File: src/rtl/imem_loader_if.sv
// Byte-stream input and instruction-memory write port of the program loader.
// The loader connects through the master modport; the byte source and memory use slave.
interface imem_loader_if;
  logic [7:0]  rx_data;
  logic        rx_valid;
  logic        rx_ready;
  logic        im_we;
  logic [5:0]  im_waddr;
  logic [31:0] im_wdata;

  modport master (
    input  rx_data, rx_valid,
    output rx_ready, im_we, im_waddr, im_wdata
  );

  modport slave (
    output rx_data, rx_valid,
    input  rx_ready, im_we, im_waddr, im_wdata
  );
endinterface

File: src/rtl/imem_loader.sv
// Program loader: assembles a little-endian byte stream into 32-bit words, writes them
// to instruction memory and holds the core in reset until a full image has arrived.
module imem_loader #(
  parameter int IM_DEPTH = 64,
  parameter int TIMEOUT  = 1024
) (
  input  logic                CLOCK_50,
  input  logic                reset,
  input  logic                load_start,
  imem_loader_if.master       bus,
  output logic                cpu_reset,
  output logic                busy,
  output logic                load_done,
  output logic                load_error,
  output logic [6:0]          words_loaded
);

  localparam logic [2:0] S_IDLE  = 3'd0;
  localparam logic [2:0] S_RECV  = 3'd1;
  localparam logic [2:0] S_WRITE = 3'd2;
  localparam logic [2:0] S_DONE  = 3'd3;
  localparam logic [2:0] S_ERROR = 3'd4;

  localparam int TW = $clog2(TIMEOUT + 1);

  logic [2:0]    state;
  logic [1:0]    byte_idx;
  logic [5:0]    word_idx;
  logic [TW-1:0] tmo_cnt;
  logic          started;
  logic [31:0]   wdata;
  logic          xfer;
  logic          last_word;

  assign xfer      = bus.rx_valid && (state == S_RECV);
  assign last_word = (word_idx == 6'(IM_DEPTH - 1));

  // NOTE: every output is decoded from registers only, so an asynchronous reset
  // forces them to their idle values at once, with no clock edge needed.
  assign bus.rx_ready = (state == S_RECV);
  assign bus.im_we    = (state == S_WRITE);
  assign bus.im_waddr = word_idx;
  assign bus.im_wdata = wdata;
  assign cpu_reset    = (state != S_DONE);
  assign busy         = (state == S_RECV) || (state == S_WRITE);
  assign load_done    = (state == S_DONE);
  assign load_error   = (state == S_ERROR);

  // NOTE: sequential state uses non-blocking assignments so every register
  // samples pre-edge values regardless of statement order.
  always_ff @(posedge CLOCK_50 or negedge reset) begin
    if (!reset) begin
      state        <= S_IDLE;
      byte_idx     <= '0;
      word_idx     <= '0;
      words_loaded <= '0;
      tmo_cnt      <= '0;
      started      <= 1'b0;
      wdata        <= '0;
    end else begin
      case (state)
        S_IDLE, S_DONE, S_ERROR: begin
          if (load_start) begin
            state        <= S_RECV;
            byte_idx     <= '0;
            word_idx     <= '0;
            words_loaded <= '0;
            tmo_cnt      <= '0;
            started      <= 1'b0;
            wdata        <= '0;
          end
        end
        S_RECV: begin
          if (xfer) begin
            wdata[{byte_idx, 3'b000} +: 8] <= bus.rx_data;
            byte_idx <= byte_idx + 2'd1;
            tmo_cnt  <= '0;
            started  <= 1'b1;
            if (byte_idx == 2'd3) state <= S_WRITE;
          end else if (started) begin
            tmo_cnt <= tmo_cnt + 1'b1;
            // The partial word is dropped here so it can never reach memory.
            if (tmo_cnt == TW'(TIMEOUT - 1)) begin
              state    <= S_ERROR;
              byte_idx <= '0;
              wdata    <= '0;
            end
          end
        end
        S_WRITE: begin
          words_loaded <= words_loaded + 7'd1;
          if (last_word) begin
            state <= S_DONE;
          end else begin
            word_idx <= word_idx + 6'd1;
            state    <= S_RECV;
          end
        end
        default: state <= S_IDLE;
      endcase
    end
  end

endmodule

File: src/flat_wrapper.sv
// flat-port wrapper written by rule: the top's interface ports become plain ports
module imem_loader_flat 
#(
  parameter int IM_DEPTH = 64,
  parameter int TIMEOUT  = 1024
)
  (CLOCK_50, reset, load_start, cpu_reset, busy, load_done, load_error, words_loaded, bus_rx_data, bus_rx_valid, bus_rx_ready, bus_im_we, bus_im_waddr, bus_im_wdata);
  imem_loader_if bus_i ();
  input  logic CLOCK_50;
  input  logic reset;
  input  logic load_start;
  output logic cpu_reset;
  output logic busy;
  output logic load_done;
  output logic load_error;
  output logic [6:0] words_loaded;
  input wire logic [$bits(bus_i.rx_data)-1:0] bus_rx_data;
  input wire logic [$bits(bus_i.rx_valid)-1:0] bus_rx_valid;
  output wire logic [$bits(bus_i.rx_ready)-1:0] bus_rx_ready;
  output wire logic [$bits(bus_i.im_we)-1:0] bus_im_we;
  output wire logic [$bits(bus_i.im_waddr)-1:0] bus_im_waddr;
  output wire logic [$bits(bus_i.im_wdata)-1:0] bus_im_wdata;
  assign bus_i.rx_data = bus_rx_data;
  assign bus_i.rx_valid = bus_rx_valid;
  assign bus_rx_ready = bus_i.rx_ready;
  assign bus_im_we = bus_i.im_we;
  assign bus_im_waddr = bus_i.im_waddr;
  assign bus_im_wdata = bus_i.im_wdata;
  imem_loader #(.IM_DEPTH(IM_DEPTH), .TIMEOUT(TIMEOUT)) u_core (.CLOCK_50(CLOCK_50), .reset(reset), .load_start(load_start), .bus(bus_i), .cpu_reset(cpu_reset), .busy(busy), .load_done(load_done), .load_error(load_error), .words_loaded(words_loaded));
endmodule
File: config.mk
export PLATFORM = sky130hd
export DESIGN_NAME = imem_loader_flat
export DESIGN_NICKNAME = d
export VERILOG_FILES = /design/src/rtl/imem_loader_if.sv /design/src/rtl/imem_loader.sv /design/src/flat_wrapper.sv
export SDC_FILE = /design/constraint.sdc
export NUM_CORES = 1
export LEC_CHECK = 0
export ABC_AREA = 0
export BUFFER_PORTS_ARGS = -buffer_cell sky130_fd_sc_hd__buf_2
export CORE_AREA = 3 3 82 84
export DETAILED_ROUTE_END_ITERATION = 8
export DIE_AREA = 0 0 85 87
export PLACE_DENSITY_LB_ADDON = 0.25
export REMOVE_ABC_BUFFERS = 1
export SYNTH_ARGS = -nofsm -noshare
export SYNTH_HDL_FRONTEND = slang
export SYNTH_SLANG_ARGS = --single-unit
File: constraint.sdc
create_clock -name CLOCK_50 -period 3.6 [get_ports CLOCK_50]
set_input_delay 0.18 -clock CLOCK_50 [delete_from_list [all_inputs] [get_ports CLOCK_50]]
set_output_delay 0.18 -clock CLOCK_50 [all_outputs]
set_load 0.1 [all_outputs]
## Word level (Yosys, flattened, before mapping)

Index checks and enable logic that the tools add are counted.

- Register bits: 62
- Latch bits: 0
- RAM bits: 0
- ROM bits: 0
- Bits of input ports: 12
- Output and inout bits: 51
- Memories: 0

- Add/sub/neg operators: 5
- Multipliers: 0
- Divide/modulo/power cells: 0
- $lt $le $gt $ge: 0
- Eq/ne operators: 14
- Shifts and indexed selects: 2
- Multiplexer cells: 30
- Bitwise logic cells: 0
- Reductions and logical operators: 12

Operator list:

| kind | number |
|---|---|
| 32-bit 2-to-1 mux | 4 |
| 32-bit one-hot mux with 2 select lines | 1 |
| 11-bit 2-to-1 mux | 3 |
| 32-bit bitwise mux | 1 |
| 8-bit by 7-bit variable shift with 32-bit output (first input constant) | 1 |
| 8-bit by 7-bit variable part select with 32-bit output | 1 |
| 11-bit one-hot mux with 2 select lines | 1 |
| 3-bit 2-to-1 mux | 5 |
| 7-bit one-hot mux with 2 select lines | 1 |
| 6-bit 2-to-1 mux | 2 |
| 6-bit one-hot mux with 2 select lines | 1 |
| 11-bit by 1-bit adder with 11-bit output (second input constant) | 1 |
| 11-bit by 10-bit == test with 1-bit output (second input constant) | 1 |
| 2-bit 2-to-1 mux | 5 |
| 3-bit one-hot mux with 3 select lines | 1 |
| 3-bit AND reduction | 3 |
| 4-bit AND reduction | 2 |
| 7-bit by 1-bit adder with 7-bit output (second input constant) | 1 |
| 7-bit 2-to-1 mux | 1 |
| 5-bit negation with 7-bit output | 1 |
| 6-bit by 1-bit adder with 6-bit output (second input constant) | 1 |
| 3-bit by 2-bit == test with 1-bit output (second input constant) | 2 |
| 6-bit == test (second input constant) | 1 |
| 3-bit by 1-bit != test with 1-bit output (second input constant) | 2 |
| 17 further kinds | 20 |

## Depth between registers and ports, before layout

- Word-level depth: 5
- Mapped depth: 8
- Gate-level depth less buffers: 6

## Least setup slack after synthesis

No wires, ideal clock.

- Path kind: flip-flop to output port
- Start: register u_core.state[1]
- End: output port busy
- Arrival: 2.823 ns
- Required time: 3.420 ns
- Setup slack: 0.597 ns
- Cell stages (with the launch flop): 4
- Path buffers: 2
- Path through: dfrtp_1 -> buf_2 -> buf_1 -> o21ai_0

- Cells in the longest elaborated chain, start to end: 2
- Elaborated cells on any way between the ends: 3
- Classes of those cells: eq/ne: 2; reduce/logical: 1

Ends and longest elaborated chain:

| item | RTL line | RTL |
|---|---|---|
| start, declared | imem_loader.sv:26 | `logic [2:0] state;` |
| start signal, assigned | imem_loader.sv:53 | `state <= S_IDLE;` |
| start signal, assigned | imem_loader.sv:64 | `state <= S_RECV;` |
| start signal, assigned | imem_loader.sv:79 | `if (byte_idx == 2'd3) state <= S_WRITE;` |
| 3-bit by 1-bit == test with 1-bit output or 3-bit by 2-bit == test with 1-bit output (tied branches) | imem_loader.sv:45 | `assign busy = (state == S_RECV) \|\| (state == S_WRITE);` |
| 1-bit logical OR (*) | imem_loader.sv:45 |  |
| end, declared | flat_wrapper.sv:13 | `output logic busy;` |

Mark *: on every way between the ends. The rest lies on a longest branch, timed or not.

## Final worst setup path

- Start: register u_core.state[1]
- End: output port bus_im_we

- Cells in the longest elaborated chain, start to end: 1

Ends and longest elaborated chain:

| item | RTL line | RTL |
|---|---|---|
| 3-bit by 2-bit == test with 1-bit output | imem_loader.sv:41 | `assign bus.im_we = (state == S_WRITE);` |
| end, declared | flat_wrapper.sv:20 | `output wire logic [$bits(bus_i.im_we)-1:0] bus_im_we;` |

No other way between the ends.

==> flow_summary_export.csv <==
group,metric,value,unit
setup_path,path_class,"register to output port",
layout,final_nets,392,
global_route,antenna_found_initial,0,
die,die_area,7400,um^2
clocking,numClockSinks,62,
global_route,grt_start_max_net_pins,45,
setup_path,critPathArrivalTime,2.42,ns
setup_path,path_cells,"or3b_2 > inv_1 > buf_2",
timing,rsz0062_at_grt,"false",
clocking,cts_hold_buf,0,
layout,fin_util,64.5,%
yosys,synth_cells,311,
yosys,ys_top_cells_by_area,"dfrtp_1, a32o_1, a21o_1, ha_1, o21ai_0",
die,core,5990,um^2
die,initial_utilization,55.5,%
power,intPower,1440,uW
power,power_density,769,nW/um^2
yosys,synth-main-ff-cell,"dfrtp_1",
layout,antenna_cells,0,
timing,setup_ws,0.998,ns
die,rows,28,
power,seqPwrFrac,30.6,%
power,swShare,51.4,%
global_route,grt_pass1_wl,12100,um
layout,seqCellArea,1550,um^2
yosys,synth_cell_types,52,
route,viasPerCell,6.10,
clocking,htree_levels,3,
setup_path,slowest_delay,0.70,ns
setup_path,cp.required,3.42,ns
clocking,numCtsBuffers,9,
power,clockPowerShare,20.6,%
clocking,clk_pin_slew,0.07,ns
die,die_x,85,um
worst_hold_path,hp-class,"primary input to asynchronous set/reset pin",
route,wire_per_inst,16.2,um
route,drt_iter0_markers,193,
global_route,first_global_vias,2531,
route,dr.pass1.iters,4,
route,drc,0,
setup_path,critPathLaunchType,"register",
clocking,cts_buffer_depth,2,
clocking,root_buffer,"clkbuf_8",
yosys,post-synth-top-area-cell,"dfrtp_1",
power,irDropWorstVdd,467,uV
timing,fmax,384,MHz
yosys,ys_seq_area_share,46.6,%
timing,slew_headroom,34.5,%
yosys,netlist_area,3330,um^2
die,die-height,87,um
timing,finalMaxSlewViolations,0,
setup_path,critPathSlowestCell,"dfrtp_1",
yosys,synth-edff-count,0,
layout,multi_input_area,1630,um^2
clocking,post_cts_resized,0,
yosys,synth_top_area_share,46.6,%
timing,fin_crit_sh,72.3,%
setup_path,worst-path-buf-inv,2,
power,comb_power_share,48.7,%
setup_path,cpLargestDelayFamily,"buffers and inverters",
power,p_leak,0.00213,uW
place,port_buffers,62,
power,p_switching,1530,uW
yosys,synth_seq_cells,62,
global_route,overflow,0,
timing,clock-skew-final,0.0119,ns
place,gp_congestion,0.798,
setup_path,path_max_fanout,16,
route,totalWireLength,7300,um
place,hpwl,5010,um
setup_path,cp-end-kind,"output port",
yosys,yosysWarningCount,0,
timing,period_needed,2.60,ns
route,vias,2749,
layout,fillCellCount,488,
power,power,2970,uW
timing,setup_viol,0,
clocking,postCtsSetupBuffers,0,
layout,final_layout_size_suffix_gt1_share,25.8,%
timing,finalHoldViolCount,0,
timing,tightest_slew,0.982,ns
route,ant_nets,0,
timing,fin_tns_setup,0,ns
outcome,status,"complete, no violations",
die,boundaryPins,63,
clocking,clk_latency,0.33,ns
yosys,synth.avg_cell_area,10.7,um^2
place,pre_cts_ws,1.23,ns
run,max_cap_viol_count,0,
layout,area_delta_synth_final,16.2,%
global_route,grt_usage,20.1,%
clocking,cts_tree,"done",
yosys,synthArstFlopShare,100,%
-- kinds of logic (layout without fill, tap and decap cells) --
kind of cell | Yosys count | after routing | synth area share (%)
AO/OA/AOI/OAI | 119 | 119 | 27.6
AND/OR/NAND/NOR | 84 | 84 | 15.5
flip-flops | 62 | 62 | 46.6
buffers and inverters | 30 | 95 | 4.78
adder cells (fa/ha/maj) | 9 | 9 | 3.38
multiplexers | 7 | 7 | 2.14
-- synth_stat cells, types with 2 or more instances --
cell type  number
a32o_1         26
nand4bb_1       2
inv_1          13
a21oi_1         5
o31ai_1         6
dfrtp_1        62
a31oi_1         3
o21ai_0        21
nand2_1        17
ha_1            9
nand2b_1       11
mux2i_1         6
buf_2           4
a22o_1          9
a22oi_1         2
o21ba_2         2
o21bai_1        2
nor4_2          3
clkbuf_1        8
a21o_1         33
nor3_1          4
nand3_1         8
or4_1           6
nor2b_1         2
nand4_1         3
nor4_1          4
nor2_1         10
buf_8           3
and3_1          4
-- registers in the layout (all words and copies together), names as in the netlist --
| signal | flops |
|---|---|
| u_core.bus.im_wdata | 32 |
| u_core.tmo_cnt | 11 |
| u_core.words_loaded | 7 |
| u_core.bus.im_waddr | 6 |
| u_core.state | 3 |
| u_core.byte_idx | 2 |
| u_core.started | 1 |
-- final cells by class --
type,count,area share (%)
multi-input combinational,219,42.2
sequential,62,40.1
timing repair buffer,66,8.80
clock buffer,12,4.01
tap,75,2.43
inverter,13,1.26
clock inverter,4,1.17
-- per-stage QoR --
stage	instance area (um^2)	hold slack (ns)	std cells
3_5_place_dp	3670	0.407	435
3_3_place_gp	3670	0.406	435
5_1_grt	3870	0.0829	451
2_1_floorplan	3220	-0.116	294
4_1_cts	3870	0.0485	451
6_report	3870	0.00703	451
-- worst paths after layout --
kind | startpoint | to | cells past startpoint | slack, ns
max | u_core.state[1] | bus_im_we | 3 | 1.0
min | reset | u_core.tmo_cnt[1] | 1 | 0.007
max reg2reg | u_core.state[1] | u_core.bus.im_waddr[3] | 5 | 1.22
min reg2reg | u_core.words_loaded[6] | u_core.words_loaded[6] | 1 | 0.48
max in group asynchronous | reset | u_core.tmo_cnt[8] | 2 | 2.77
min in group CLOCK_50 | bus_rx_data[4] | u_core.bus.im_wdata[4] | 3 | 0.22
-- metal layers --
metal,vias up,part of all wire [%],track usage [%]
met2,69,47,30.8
met3,13,4.3,3.78
met1,1351,47,28.5
li1,1316,-,-
met4,0,1.4,7.91
met5,-,0,0
-- cells in the final DEF, fill, tap and decap left out, types with 2 or more instances in the layout --
cell / count
and3_1: 4
a22oi_1: 2
a32o_1: 26
o31ai_1: 6
nand4bb_1: 2
a22o_1: 9
o21ai_0: 21
inv_1: 13
nor4_1: 4
nor4_2: 3
buf_2: 62
nor2b_1: 2
a21o_1: 33
nand3_1: 8
nand2b_1: 11
dfrtp_1: 62
buf_4: 4
nor3_1: 4
clkbuf_8: 11
ha_1: 9
nand4_1: 3
o21ba_2: 2
clkinv_2: 3
nand2_1: 17
or4_1: 6
nor2_1: 10
o21bai_1: 2
mux2i_1: 6
a21oi_1: 5
a31oi_1: 3
-- power groups by stage --
stage	clock, uW	sequential, uW	combinational, uW
after CTS	626	910	1450
after global routing	666	929	1540
after detailed placement	0	924	1440
after floorplan	0	1320	727
after global placement	0	917	1430
final	614	911	1450
No activity file was read; power rests on OpenSTA's default activity.
